<file path="src/rtl/bit_serializer_if.sv">
// Word-in / bit-out bundle between a word producer, the serializer and the serial detector.
// master drives words and flush; slave is the serializer presenting the serial stream.
interface bit_serializer_if #(
   parameter int WIDTH = 8
);
   logic [WIDTH-1:0] din;
   logic             din_valid;
   logic             din_ready;
   logic             flush;
   logic             sout;
   logic             sout_valid;
   logic             word_last;
   logic             busy;

   modport master (
      output din, din_valid, flush,
      input  din_ready, sout, sout_valid, word_last, busy
   );

   modport slave (
      input  din, din_valid, flush,
      output din_ready, sout, sout_valid, word_last, busy
   );
endinterface

</file>
<file path="src/rtl/bit_serializer.sv">
// Parallel-to-serial front end: one-word hold register feeding a WIDTH-bit shifter, one bit per clock.
// Latency: first bit on sout the cycle after the edge following accept; back-to-back words stream gaplessly.
// Backpressure: din_ready low while the hold register is occupied or flush is asserted.
module bit_serializer #(
   parameter int WIDTH      = 8,
   parameter bit LSB_FIRST  = 1'b0,
   parameter bit IDLE_LEVEL = 1'b0
) (
   input  logic             clk,
   input  logic             rst_n,
   bit_serializer_if.slave  bus
);
   localparam int CW = $clog2(WIDTH);

   typedef enum logic {
      IDLE  = 1'b0,
      SHIFT = 1'b1
   } state_t;

   state_t           state;
   logic [WIDTH-1:0] hold;
   logic [WIDTH-1:0] shreg;
   logic             hold_full;
   logic [CW-1:0]    cnt;

   logic accept;
   logic unload;
   logic head;

   assign bus.din_ready = !hold_full && !bus.flush;
   assign accept        = bus.din_valid && bus.din_ready;
   // The hold empties into the shifter whenever the shifter is free or on its last bit.
   assign unload        = hold_full && ((state == IDLE) || (cnt == '0));

   assign head           = LSB_FIRST ? shreg[0] : shreg[WIDTH-1];
   assign bus.sout_valid = (state == SHIFT);
   assign bus.word_last  = (state == SHIFT) && (cnt == '0);
   assign bus.sout       = (state == SHIFT) ? head : IDLE_LEVEL;
   assign bus.busy       = (state == SHIFT) || hold_full;

   function automatic logic [WIDTH-1:0] advance(input logic [WIDTH-1:0] v);
      if (LSB_FIRST)
         return {1'b0, v[WIDTH-1:1]};
      else
         return {v[WIDTH-2:0], 1'b0};
   endfunction

   always_ff @(posedge clk or negedge rst_n) begin
      if (!rst_n) begin
         state     <= IDLE;
         hold      <= '0;
         hold_full <= 1'b0;
         shreg     <= '0;
         cnt       <= '0;
      end else if (bus.flush) begin
         state     <= IDLE;
         hold_full <= 1'b0;
         cnt       <= '0;
      end else begin
         if (unload) begin
            shreg <= hold;
            cnt   <= CW'(WIDTH - 1);
            state <= SHIFT;
         end else if (state == SHIFT) begin
            if (cnt == '0) begin
               state <= IDLE;
            end else begin
               shreg <= advance(shreg);
               cnt   <= cnt - CW'(1);
            end
         end

         // accept requires an empty hold and unload a full one, so these never coincide.
         if (accept) begin
            hold      <= bus.din;
            hold_full <= 1'b1;
         end else if (unload) begin
            hold_full <= 1'b0;
         end
      end
   end
endmodule

</file>
<file path="src/flat_wrapper.sv">
// flat-port wrapper written by rule: the top's interface ports become plain ports
module bit_serializer_flat 
#(
   parameter int WIDTH      = 8,
   parameter bit LSB_FIRST  = 1'b0,
   parameter bit IDLE_LEVEL = 1'b0
)
  (clk, rst_n, bus_din, bus_din_valid, bus_flush, bus_din_ready, bus_sout, bus_sout_valid, bus_word_last, bus_busy);
  bit_serializer_if #(.WIDTH(WIDTH)) bus_i ();
  input  logic clk;
  input  logic rst_n;
  input wire logic [$bits(bus_i.din)-1:0] bus_din;
  input wire logic [$bits(bus_i.din_valid)-1:0] bus_din_valid;
  input wire logic [$bits(bus_i.flush)-1:0] bus_flush;
  output wire logic [$bits(bus_i.din_ready)-1:0] bus_din_ready;
  output wire logic [$bits(bus_i.sout)-1:0] bus_sout;
  output wire logic [$bits(bus_i.sout_valid)-1:0] bus_sout_valid;
  output wire logic [$bits(bus_i.word_last)-1:0] bus_word_last;
  output wire logic [$bits(bus_i.busy)-1:0] bus_busy;
  assign bus_i.din = bus_din;
  assign bus_i.din_valid = bus_din_valid;
  assign bus_i.flush = bus_flush;
  assign bus_din_ready = bus_i.din_ready;
  assign bus_sout = bus_i.sout;
  assign bus_sout_valid = bus_i.sout_valid;
  assign bus_word_last = bus_i.word_last;
  assign bus_busy = bus_i.busy;
  bit_serializer #(.WIDTH(WIDTH), .LSB_FIRST(LSB_FIRST), .IDLE_LEVEL(IDLE_LEVEL)) u_core (.clk(clk), .rst_n(rst_n), .bus(bus_i));
endmodule
</file>
<file path="config.mk">
export PLATFORM = sky130hd
export DESIGN_NAME = bit_serializer_flat
export DESIGN_NICKNAME = d
export VERILOG_FILES = /design/src/rtl/bit_serializer_if.sv /design/src/rtl/bit_serializer.sv /design/src/flat_wrapper.sv
export SDC_FILE = /design/constraint.sdc
export NUM_CORES = 1
export LEC_CHECK = 0
export BUFFER_PORTS_ARGS = -buffer_cell sky130_fd_sc_hd__buf_4
export CAP_MARGIN = 10
export CELL_PAD_IN_SITES_DETAIL_PLACEMENT = 1
export CELL_PAD_IN_SITES_GLOBAL_PLACEMENT = 1
export CORE_ASPECT_RATIO = 1.4
export CORE_MARGIN = 4
export CORE_UTILIZATION = 39
export CTS_CLUSTER_DIAMETER = 80
export DETAILED_ROUTE_END_ITERATION = 10
export PLACE_DENSITY = 0.81
export SETUP_SLACK_MARGIN = 0.1
export SLEW_MARGIN = 10
export SYNTH_ARGS = -nofsm -noshare
export SYNTH_HDL_FRONTEND = slang
export SYNTH_SLANG_ARGS = --single-unit
</file>
<file path="constraint.sdc">
create_clock -name clk -period 1.65 [get_ports clk]
set_clock_uncertainty 0.2 [all_clocks]
set_input_delay 0.2475 -clock clk [delete_from_list [all_inputs] [get_ports clk]]
set_output_delay 0.2475 -clock clk [all_outputs]
set_load 0.05 [all_outputs]
</file>
# Word level (Yosys, flattened, before mapping)
# Index checks and enable logic that the tools add are counted.
[op_classes]
addsub = 1
n_mux = 15
eq_ne = 2
reduce_logical = 15
bitwise = 2
[op_table]
columns = ["op", "count"]
rows = [
  ["8-bit 2-to-1 mux", 3],
  ["3-bit 2-to-1 mux", 4],
  ["1-bit 2-to-1 mux", 8],
  ["3-bit nonzero test", 2],
  ["1-bit logical AND", 4],
  ["2-bit AND reduction", 2],
  ["3-bit logical NOT", 1],
  ["3-bit by 2-bit inequality test with 1-bit output, second input constant", 1],
  ["3-bit AND reduction", 1],
  ["3-bit by 1-bit subtractor with 3-bit output, second input constant", 1],
  ["1-bit logical NOT", 2],
  ["1-bit logical OR", 2],
  ["2-bit by 1-bit inequality test with 1-bit output, second input constant", 1],
  ["1-bit inverter", 2],
  ["2-bit nonzero test", 1],
]
[totals]
ff_bits = 21
out_inout_bits = 5
input_bits = 12
word_cells = 40

# Logic depth before layout (Yosys ltp)
[logic_depth]
word_depth = 6
mapped_depth = 6
depth_no_buf = 6

# Worst setup path after synthesis
# Ideal clock, no wire load.
[synth_path]
path_type = "reg-to-output"
from = "reg u_core.state (netlist: u_core.bus.sout_valid)"
to = "out bus_sout"
path_buffers = 1
stages_incl_launch_ff = 4
arrival_time_ns = 1.526
path_slack_ns = -0.323
path_cell_list = "dfrtp_1 > buf_6 > inv_4 > nor2_1"
[synth_between]
elab_chain_cells = 1
[synth_rtl]
columns = ["element", "line_no", "rtl"]
rows = [
  ["from (decl)", "bit_serializer.sv:20", "state_t state;"],
  ["from (signal assigned)", "bit_serializer.sv:50", "state <= IDLE;"],
  ["from (signal assigned)", "bit_serializer.sv:56", "state <= IDLE;"],
  ["from (signal assigned)", "bit_serializer.sv:63", "state <= SHIFT;"],
  ["1-bit 2-to-1 mux", "bit_serializer.sv:38", "assign bus.sout = (state == SHIFT) ? head : IDLE_LEVEL;"],
  ["to (decl)", "flat_wrapper.sv:16", "output wire logic [$bits(bus_i.sout)-1:0] bus_sout;"],
]
# No other way between the ends.

# Worst setup path after layout
[layout_path]
from = "reg u_core.cnt[1]"
to = "reg u_core.shreg[3]"
[layout_between]
elab_chain_cells = 5
elab_cells_between_ends = 7
[layout_rtl]
columns = ["element", "line_no", "rtl"]
rows = [
  ["from (decl)", "bit_serializer.sv:24", "logic [CW-1:0] cnt;"],
  ["from (signal assigned)", "bit_serializer.sv:62", "cnt <= CW'(WIDTH - 1);"],
  ["from (signal assigned)", "bit_serializer.sv:69", "cnt <= cnt - CW'(1);"],
  ["3-bit logical NOT *", "bit_serializer.sv:33, bit_serializer.sv:65", ""],
  ["1-bit logical OR", "bit_serializer.sv:33", "assign unload = hold_full && ((state == IDLE) || (cnt == '0));"],
  ["1-bit logical AND", "bit_serializer.sv:33", ""],
  ["2-bit by 1-bit inequality test with 1-bit output (no line) or 2-bit nonzero test (tied branches)", "--", ""],
  ["3-bit AND reduction (no line)", "--", ""],
  ["to (signal assigned)", "bit_serializer.sv:61", "shreg <= hold;"],
  ["to (signal assigned)", "bit_serializer.sv:68", "shreg <= advance(shreg);"],
  ["to (decl)", "bit_serializer.sv:22", "logic [WIDTH-1:0] shreg;"],
]
# Every way passes the cells marked *; elsewhere a longest branch is shown, timed or not.
# A chain may end at the register's enable or synchronous reset.

==> out/metrics.csv <==
metric;value;unit
Cells after DPL;144;
Hold WC Path Type;input port to flop;
n_diodes;0;
failing checks;setup timing;
routed len/inst;18.5;um
Yosys Warn Count;0;
CP max FO;6;
initial antenna violation count;0;
CP bufs+invs;2;
synthesis-to-finish area growth;49.3;%
fin crit period;1.77;ns
crit path kind;flop to flop;
Hold Crit Endpoint;u_core.cnt[2];
Int Pwr;1.06;mW
CTS tree;yes;
Pins Over Slew Limit;0;
post-synthesis sequential area ratio;0.484;
num rows;22;
num ports;17;
Antenna Nets Post-Route;0;
grt ovf;0;
status;finished with violations;
clk_lat worst skew;0.33;ns
Psw;532;uW
Storage cell area;528;sq um
Stages on worst setup path;6;
CP Cell Sequence;inv_2 -> ha_4 -> nor2b_4 -> buf_6 -> or4_1 -> o221a_1;
combinational share of power;0.380;
Pleak;0.724;nW
CP top delay family;simple AND/OR/NAND/NOR gates;
Hold Path Cell Cnt;2;
vias in the first global route;1001;
Synth cell types;26;
H-tree levels;1;
clk sink count;21;
total die area;3710;sq um
largest net degree at the start of global routing;22;
hold_sp;bus_flush;
final hold vios;0;
DRT iter0 DRCs;10;
Fmax achieved;563;MHz
Worst Setup End Kind;flop;
reg2reg start;u_core.cnt[1];
DRC Markers;0;
worst setup margin;-0.125;ns
PwrDens;982;nW/um^2
Initial Utilization;0.411;
worst reg2reg path depth;6;
syn_area_per_cell;11.9;sq um
Worst-path clk slew;0.13;ns
VDD IR max;705;uV
Final setup viols;12;
Post-DP HPWL;1790;um
routed via count;900;
Critical Path Max Stage Delay;0.43;ns
flops & latches, synth;21;
I/O Buffers;16;
relative slew slack;0.801;
global-route usage over all layers;0.185;
CTS Buf Count;3;
design area;1620;sq um
post-synthesis cell count;91;
clock power share;0.170;
share of layout cells above drive strength 1;0.537;
Final period util;1.08;
R2R setup slack;-0.12;ns
DP Worst Slack;-0.330;ns
Non-Filler Instances;170;
filler cell count;281;
Startpoint Class;flop;
nets@finish;149;
sequential power share;0.450;
drt via density;5.29;
RR Endpoint;u_core.shreg[3];
leading cell type in the layout, fill and taps excluded;buf_4;
RSZ-0062 raised after global routing;yes;
DRT Pass-1 Iters;4;
Die W;52.6;um
max cap viols;0;
CP max stage cell;or4_1;
Clock Tree Buf Depth;2;
critical path arrival;1.79;ns
Core ar.;2640;sq um
Worst Tran Pin Value;0.297;ns
root buf cell;clkbuf_4;
Synth Cell Area;1090;sq um
first-pass GRT wire length;5000;um
area occupied by multi-input gates;556;sq um
Total Wirelength;3140;um
Die Ht;70.4;um
Switching Share;0.334;
Placed Area;1290;sq um
Mapped Nets;105;
Routability Congestion;0.729;
most frequent cells in the layout;buf_4, dfrtp_1, a211oi_1, dlygate4sd3_1, mux2_4;
Required @ worst endpoint;1.67;ns
-- sequential cells by signal, indices dropped and copies added (netlist names) --
signal and cells:
u_core.hold 8, u_core.shreg 8, u_core.cnt 3, u_core.bus.sout_valid 1
u_core.hold_full 1
-- layer usage --
layer	GRT usage	wire (um)	up-vias
li1	-	-	411
met1	0.215	1180	454
met2	0.319	1770	26
met3	0.0277	105	9
met4	0.0881	85	0
met5	0	0	-
-- power groups by stage --
stage | clock network, mW | registers, mW | logic [mW]
finish | 0.270 | 0.716 | 0.606
detailed placement | 0 | 0.716 | 0.448
global route | 0.297 | 0.732 | 0.654
global placement | 0 | 0.709 | 0.433
floorplan | 0 | 0.694 | 0.338
CTS | 0.260 | 0.707 | 0.565
-- cells by family (layout without fill, tap and decap cells) --
logic type / count (synthesis) / after routing / share of synthesized area
compound gates: 18 / 18 / 0.169
buf+inv: 14 / 57 / 0.0760
fa+ha+maj: 2 / 2 / 0.0230
flops: 21 / 21 / 0.484
mux: 8 / 8 / 0.111
simple gates: 27 / 27 / 0.129
xor+xnor: 1 / 1 / 0.00807
-- worst reg2reg max path, cell delays in order, from the launching register on --
cell,delay (ns)
dfrtp_1,0.40
inv_2,0.07
ha_4,0.16
nor2b_4,0.13
buf_6,0.14
or4_1,0.43
o221a_1,0.15
-- synth_stat cells --
master,instances,share of area
a221oi_2,3,0.041
or4_1,4,0.028
or2_2,1,0.0058
nor3_1,1,0.0046
buf_6,2,0.021
inv_4,2,0.012
xnor2_1,1,0.0081
dfrtp_1,21,0.48
ha_1,2,0.023
o221a_2,2,0.021
a211oi_1,9,0.062
inv_1,6,0.021
mux2_4,8,0.11
nor2_2,1,0.0058
buf_2,2,0.0092
and2_1,1,0.0058
nand2_1,5,0.017
buf_4,2,0.014
o32ai_1,1,0.0081
nor2b_2,1,0.0081
nand2b_1,1,0.0058
or2_1,1,0.0058
o31a_4,1,0.016
nor2_1,10,0.035
o221a_1,2,0.021
nand2b_2,1,0.0081
-- repair_timing --
| item | CTS | global route |
|---|---|---|
| pin swaps | 2 | 1 |
| buffers inserted | 10 | 3 |
| setup endpoints to repair | 17 | 18 |
| hold buffers | 9 | 0 |
| gates resized for setup | 23 | 4 |
| endpoints found under the hold margin | 29 | 0 |
-- cell type report --
class,count,area share
multi-input combinational,56,0.343
sequential,21,0.326
timing repair buffer,45,0.262
tap,36,0.0278
inverter,8,0.0247
clock buffer,3,0.0139
clock inverter,1,0.00309
-- metrics by stage --
| stage | hold slack (ns) | util | TNS (ns) | power (mW) |
|---|---|---|---|---|
| after global placement | -0.0578 | 0.489 | -2.73 | 1.14 |
| final | 0.0389 | 0.614 | -0.965 | 1.59 |
| after CTS | 0.0490 | 0.594 | -0.611 | 1.53 |
| after floorplan | -0.248 | - | -0.774 | 1.03 |
| after global routing | 0.0489 | 0.614 | -1.74 | 1.68 |
| after detailed placement | -0.0561 | 0.489 | -3.06 | 1.16 |
-- worst max path at each step --
stage,startpoint,end,slack (ns)
floorplan,u_core.hold_full,u_core.hold[0],-0.09
global placement,u_core.cnt[0],u_core.shreg[1],-0.30
detailed placement,u_core.cnt[1],u_core.shreg[1],-0.33
CTS,u_core.cnt[1],u_core.shreg[5],-0.07
global route,u_core.cnt[1],u_core.shreg[7],-0.19
finish,u_core.cnt[1],u_core.shreg[3],-0.12
No activity file was read; power rests on OpenSTA's default activity.
